`src/rtl/i2c_reg_sequencer.sv`:
```
// I2C register-transaction sequencer: drives a byte-level I2C master through either a
// pointer-write + repeated-start burst read into a local buffer, or a single register write.
module i2c_reg_sequencer #(
    parameter logic [6:0] DEV_ADR    = 7'h77,
    parameter int         MAX_BYTES  = 22,
    parameter int         CNT_W      = 5,
    parameter int         START_HOLD = 15,
    parameter int         TIMEOUT    = 65535
) (
    input  logic             clk,
    input  logic             reset,
    input  logic             req,
    input  logic             rnw,
    input  logic [7:0]       reg_adr,
    input  logic [7:0]       wr_data,
    input  logic [CNT_W-1:0] rd_len,
    output logic             busy,
    output logic             done,
    output logic             err,
    input  logic [CNT_W-1:0] rd_idx,
    output logic [7:0]       rd_data,
    input  logic             isReady,
    output logic             start,
    output logic             send,
    output logic [7:0]       datasend,
    input  logic             sended,
    output logic             receive,
    input  logic [7:0]       datareceive,
    input  logic             received
);

    localparam logic [2:0] S_IDLE     = 3'd0;
    localparam logic [2:0] S_WAIT_RDY = 3'd1;
    localparam logic [2:0] S_SEND     = 3'd2;
    localparam logic [2:0] S_RECV     = 3'd3;
    localparam logic [2:0] S_FIN      = 3'd4;

    localparam int                HOLD_W   = $clog2(START_HOLD + 2);
    localparam logic [HOLD_W-1:0] HOLD_MAX = HOLD_W'(START_HOLD);
    localparam logic [CNT_W-1:0]  MAX_LEN  = CNT_W'(MAX_BYTES);
    localparam logic [31:0]       TMO_LAST = 32'(TIMEOUT - 1);

    logic [2:0]        state;
    logic [1:0]        k;
    logic [CNT_W-1:0]  j;
    logic [CNT_W-1:0]  len_q;
    logic              rnw_q;
    logic [7:0]        reg_q;
    logic [7:0]        wdat_q;
    logic [HOLD_W-1:0] hold_cnt;
    logic [31:0]       tmo_cnt;
    logic              sended_q;
    logic              received_q;
    logic [7:0]        rx_buf [MAX_BYTES];

    logic       sended_rise;
    logic       received_rise;
    logic       tmo_hit;
    logic [7:0] cur_byte;
    logic       cur_s;

    assign sended_rise   = sended & ~sended_q;
    assign received_rise = received & ~received_q;
    assign tmo_hit       = (TIMEOUT != 0) && (tmo_cnt == TMO_LAST);

    // Byte list is rebuilt from the values frozen at acceptance, indexed by k.
    always_comb begin
        cur_byte = {DEV_ADR, 1'b0};
        cur_s    = 1'b1;
        case (k)
            2'd1: begin
                cur_byte = reg_q;
                cur_s    = 1'b0;
            end
            2'd2: begin
                cur_byte = rnw_q ? {DEV_ADR, 1'b1} : wdat_q;
                cur_s    = rnw_q;
            end
            default: ;
        endcase
    end

    assign send     = (state == S_SEND);
    assign receive  = (state == S_RECV);
    assign datasend = send ? cur_byte : 8'h00;
    assign start    = send && cur_s && (hold_cnt < HOLD_MAX);
    assign rd_data  = (rd_idx < MAX_LEN) ? rx_buf[rd_idx] : 8'h00;

    always_ff @(posedge clk) begin
        if (reset) begin
            state      <= S_IDLE;
            k          <= 2'd0;
            j          <= '0;
            len_q      <= '0;
            rnw_q      <= 1'b0;
            reg_q      <= 8'h00;
            wdat_q     <= 8'h00;
            hold_cnt   <= '0;
            tmo_cnt    <= '0;
            sended_q   <= 1'b0;
            received_q <= 1'b0;
            busy       <= 1'b0;
            done       <= 1'b0;
            err        <= 1'b0;
            // NOTE: the buffer is flop-based and cleared on reset, so it cannot map to RAM.
            for (int i = 0; i < MAX_BYTES; i++) rx_buf[i] <= 8'h00;
        end else begin
            sended_q   <= sended;
            received_q <= received;
            done       <= 1'b0;
            err        <= 1'b0;
            tmo_cnt    <= tmo_cnt + 32'd1;
            case (state)
                S_IDLE: begin
                    // A req coinciding with a done pulse is dropped.
                    if (req && !done) begin
                        if (rnw && (rd_len == '0 || rd_len > MAX_LEN)) begin
                            done <= 1'b1;
                            err  <= 1'b1;
                        end else begin
                            rnw_q   <= rnw;
                            reg_q   <= reg_adr;
                            wdat_q  <= wr_data;
                            len_q   <= rd_len;
                            busy    <= 1'b1;
                            tmo_cnt <= '0;
                            state   <= S_WAIT_RDY;
                        end
                    end
                end
                S_WAIT_RDY: begin
                    if (isReady) begin
                        k        <= 2'd0;
                        hold_cnt <= '0;
                        tmo_cnt  <= '0;
                        state    <= S_SEND;
                    end else if (tmo_hit) begin
                        busy  <= 1'b0;
                        done  <= 1'b1;
                        err   <= 1'b1;
                        state <= S_IDLE;
                    end
                end
                S_SEND: begin
                    if (sended_rise) begin
                        tmo_cnt  <= '0;
                        hold_cnt <= '0;
                        if (k == 2'd2) begin
                            if (rnw_q) begin
                                j     <= '0;
                                state <= S_RECV;
                            end else begin
                                busy  <= 1'b0;
                                done  <= 1'b1;
                                state <= S_FIN;
                            end
                        end else begin
                            k <= k + 2'd1;
                        end
                    end else begin
                        if (hold_cnt < HOLD_MAX) hold_cnt <= hold_cnt + 1'b1;
                        if (tmo_hit) begin
                            busy  <= 1'b0;
                            done  <= 1'b1;
                            err   <= 1'b1;
                            state <= S_IDLE;
                        end
                    end
                end
                S_RECV: begin
                    if (received_rise) begin
                        rx_buf[j] <= datareceive;
                        j         <= j + CNT_W'(1);
                        tmo_cnt   <= '0;
                        if (j + CNT_W'(1) == len_q) begin
                            busy  <= 1'b0;
                            done  <= 1'b1;
                            state <= S_FIN;
                        end
                    end else if (tmo_hit) begin
                        busy  <= 1'b0;
                        done  <= 1'b1;
                        err   <= 1'b1;
                        state <= S_IDLE;
                    end
                end
                S_FIN:   state <= S_IDLE;
                default: state <= S_IDLE;
            endcase
        end
    end

endmodule

```
`config.mk`:
```
export PLATFORM = sky130hd
export DESIGN_NAME = i2c_reg_sequencer
export DESIGN_NICKNAME = d
export VERILOG_FILES = /design/src/rtl/i2c_reg_sequencer.sv
export SDC_FILE = /design/constraint.sdc
export NUM_CORES = 1
export LEC_CHECK = 0
export BUFFER_PORTS_ARGS = -buffer_cell sky130_fd_sc_hd__buf_2
export CORE_ASPECT_RATIO = 0.8
export CORE_UTILIZATION = 54
export CTS_CLUSTER_DIAMETER = 40
export CTS_CLUSTER_SIZE = 30
export DETAILED_ROUTE_END_ITERATION = 8
export GPL_ROUTABILITY_DRIVEN = 0
export HOLD_SLACK_MARGIN = 0.03
export PLACE_DENSITY = 0.79
export SETUP_SLACK_MARGIN = 0.05
export SLEW_MARGIN = 20
export SYNTH_ARGS = -nofsm -noshare
export SYNTH_HDL_FRONTEND = slang
export SYNTH_SLANG_ARGS = --single-unit
```
`constraint.sdc`:
```
create_clock -name clk -period 2 [get_ports clk]
set_clock_uncertainty 0.15 [all_clocks]
set_input_delay 0.2 -clock clk [delete_from_list [all_inputs] [get_ports clk]]
set_output_delay 0.2 -clock clk [all_outputs]
set_load 0.02 [all_outputs]
```
==> results.py <==
metrics = {
    "global_routing": {
        "antenna_found_initial": 0,
        "grt_max_degree": 66,
        "grt_pass1_wl_mm": 46.8,
        "grt.total_usage_pct": 27.3,
        "first_global_vias": 8162,
        "gr-total-overflow": 0,
    },
    "clock_network": {
        "clock-sinks": 250,
        "cts_buffers": 28,
        "cts_root_buffer": "clkbuf_16",
        "clk_path_buf_depth": 3,
        "clk_latency_ns": 0.55,
        "cts.clk_slew.worst_paths_ns": 0.09,
        "cts_tree": "yes",
        "htree_levels": 1,
    },
    "sta": {
        "final_hold_viol_count": 0,
        "fin_ws_ns": -0.511,
        "relSlewSlack_pct": 43.7,
        "tns_ns": -16.55,
        "setup_viol": 218,
        "period_share_pct": 126,
        "period_minus_slack_ns": 2.51,
        "holdWs_ns": 0.147,
        "drv_slew": 0,
        "fmax_mhz": 398,
        "tightest_slew_ns": 0.845,
        "rsz0062_at_grt": "true",
    },
    "status": {
        "violations": "setup timing",
        "outcome": "finished, violations left",
    },
    "synthesis": {
        "synth_area_leaders": "edfxtp_1, dfxtp_1, and2_1, mux4_2, mux2i_1",
        "ys_seq_area_share_pct": 56.9,
        "synth_most_common_cell": "and2_1",
        "ys_top_cells_by_count": "and2_1, edfxtp_1, nor2_1, dfxtp_1, mux2i_1",
        "synthCells": 984,
        "syn_area_per_cell_sq_um": 12.1,
        "synthesis.nets": 1034,
        "ys_ff_latch": 250,
        "yosys_most_used_dff": "edfxtp_1",
        "yosys_warnings": 0,
        "yosys.area.top_type_share_pct": 44.5,
        "synth_area_leader_cell": "edfxtp_1",
        "synth_area_sq_um": 11900,
        "synth.distinct_cells": 59,
        "ys_async_sr_fraction_pct": 0,
        "synth_edf_count": 176,
    },
    "floorplan": {
        "start_util_pct": 55.1,
        "die_h_microns": 135,
        "die-area_sq_um": 22600,
        "design.core.area_sq_um": 21600,
        "pin_count": 63,
        "core.rowCount": 48,
        "die-width_microns": 168,
    },
    "power": {
        "p_leak_nw": 5.90,
        "cellPowerDensity_nw_per_um2": 874,
        "vdd.ir_drop.worst_mv": 0.613,
    },
    "finish": {
        "nets": 1201,
        "drive_above_1_share_pct": 33.8,
        "antenna_cells": 0,
        "syn2layout_area_growth_pct": 29.0,
    },
    "drt": {
        "drc": 0,
        "num_vias": 8858,
        "viasPerCell": 6.12,
        "drt_pre_antenna_iters": 5,
        "drt_iter0_drc": 1049,
        "ant_nets": 0,
        "wl_mm": 33.2,
        "wl_per_cell_microns": 22.9,
    },
    "setup_path": {
        "crit_path_max_incr_delay_ns": 0.53,
        "crit_slowest_cell": "mux4_2",
        "cp-end-kind": "primary output",
        "crit_arrival_ns": 2.16,
        "critPathKind": "register to primary output",
        "crit_chain": "mux4_2 -> mux2i_1 -> nor2_1 -> a21oi_2 -> o22ai_1 -> buf_2",
        "cp-start-kind": "register",
        "required_ns": 1.65,
        "crit_fanout": 1,
        "rr_worst_depth": 9,
        "r2r-end": "k[1]",
        "r2r_slack_ns": -0.38,
        "reg2reg_from": "state[2]",
    },
    "hold_path": {
        "hold_class": "input port to register",
        "holdPathStages": 2,
        "min_to": "rx_buf[18][5]",
        "min-delay-start": "datareceive[5]",
    },
    "placed_design": {
        "dp_hpwl_mm": 18.9,
        "portBuffers": 62,
    },
    "job": {
        "maxCapViolCount": 0,
    },
}
## how the worst max path moves through the flow
stage / slack [ns] / from / cells after the start / endpoint
after detailed placement: -0.15 / rd_idx[0] / 7 / rd_data[5]
after global routing: -0.57 / rx_buf[6][6] / 6 / rd_data[6]
after global placement: -0.11 / rd_idx[0] / 8 / rd_data[0]
after floorplan: 0.07 / state[2] / 4 / datasend[0]
final: -0.51 / rx_buf[3][7] / 6 / rd_data[7]
after CTS: -0.50 / rx_buf[3][7] / 6 / rd_data[7]
## what timing repair did
item                                    CTS  global route
pin swaps                                19            41
endpoints found under the hold margin    27             0
gates resized for setup                  70           150
setup buffers                            14            14
endpoints found under the setup margin   81           261
cloned                                    2             3
hold buffers                             25             0
## layer usage
layer | wire length (microns) | track usage [%]
met1 | 13600 | 40.0
met2 | 14800 | 41.5
met3 | 3620 | 5.63
met4 | 1110 | 6.88
met5 | 0 | 0
## sequential cells by signal, summed over array words and instances (netlist names), 2 cells and up
name      flops
wdat_q        8
reg_q         8
j             5
state         3
k             2
hold_cnt      5
rx_buf      176
tmo_cnt      32
len_q         5
## where the power goes
part	total, mW	internal (mW)	switching [mW]
Clock	5.41	2.88	2.52
Sequential	5.88	5.73	0.150
Combinational	2.11	1.01	1.10
## logic make-up (layout without fill, tap and decap cells)
family                   Yosys count  after routing  share of synthesized area (%)
buffers and inverters             79            268                           2.92
XOR/XNOR                          36             36                           2.77
AND/OR/NAND/NOR                  437            437                           20.4
AO/OA/AOI/OAI                     84             84                           4.35
adder cells (fa/ha/maj)            9              9                          0.947
multiplexers                      89             89                           11.7
flip-flops                       250            250                           56.9
## area by class of cell
class                   count  area [sq um]
flip-flops and latches    250          6780
fillers                  1293          6220
multi-input cells         655          5410
repair buffers            195          1720
clock buffers              32           737
well taps                 275           344
clock inverters            20           265
inverters                  21          81.3
## worst max-delay path: cells and delay by family (launching register included)
kind | cells | cell delay [ns]
mux | 2 | 0.67
compound gates | 2 | 0.26
flops | 1 | 0.47
simple gates | 1 | 0.06
buf+inv | 1 | 0.17
## metrics by stage
stage	area, sq um	power, mW	utilization, %	std cells	setup slack, ns
after CTS	14600	13.0	67.7	1432	-0.495
after floorplan	11900	6.85	-	984	0.0692
after detailed placement	12900	7.33	60.0	1341	-0.146
after global routing	15300	13.7	71.1	1448	-0.566
after global placement	12900	7.30	60.0	1341	-0.107
final	15300	13.4	71.1	1448	-0.511
## placed cells by master, fill, tap and decap left out, types with 19 or more instances in the layout
cell type / synthesis / final
edfxtp_1: 176 / 176
and2_1: 179 / 173
nor2_1: 103 / 79
buf_4: 4 / 71
dfxtp_1: 74 / 66
buf_2: 9 / 49
mux2i_1: 49 / 46
mux4_2: 40 / 40
buf_6: 3 / 37
clkbuf_16: 0 / 33
dlygate4sd3_1: 0 / 25
nor2_4: 0 / 24
nand2_1: 27 / 22
or2_4: 0 / 22
a21oi_1: 34 / 20
nand3_1: 22 / 20
xor2_1: 19 / 19
(Power assumes the default switching activity.)
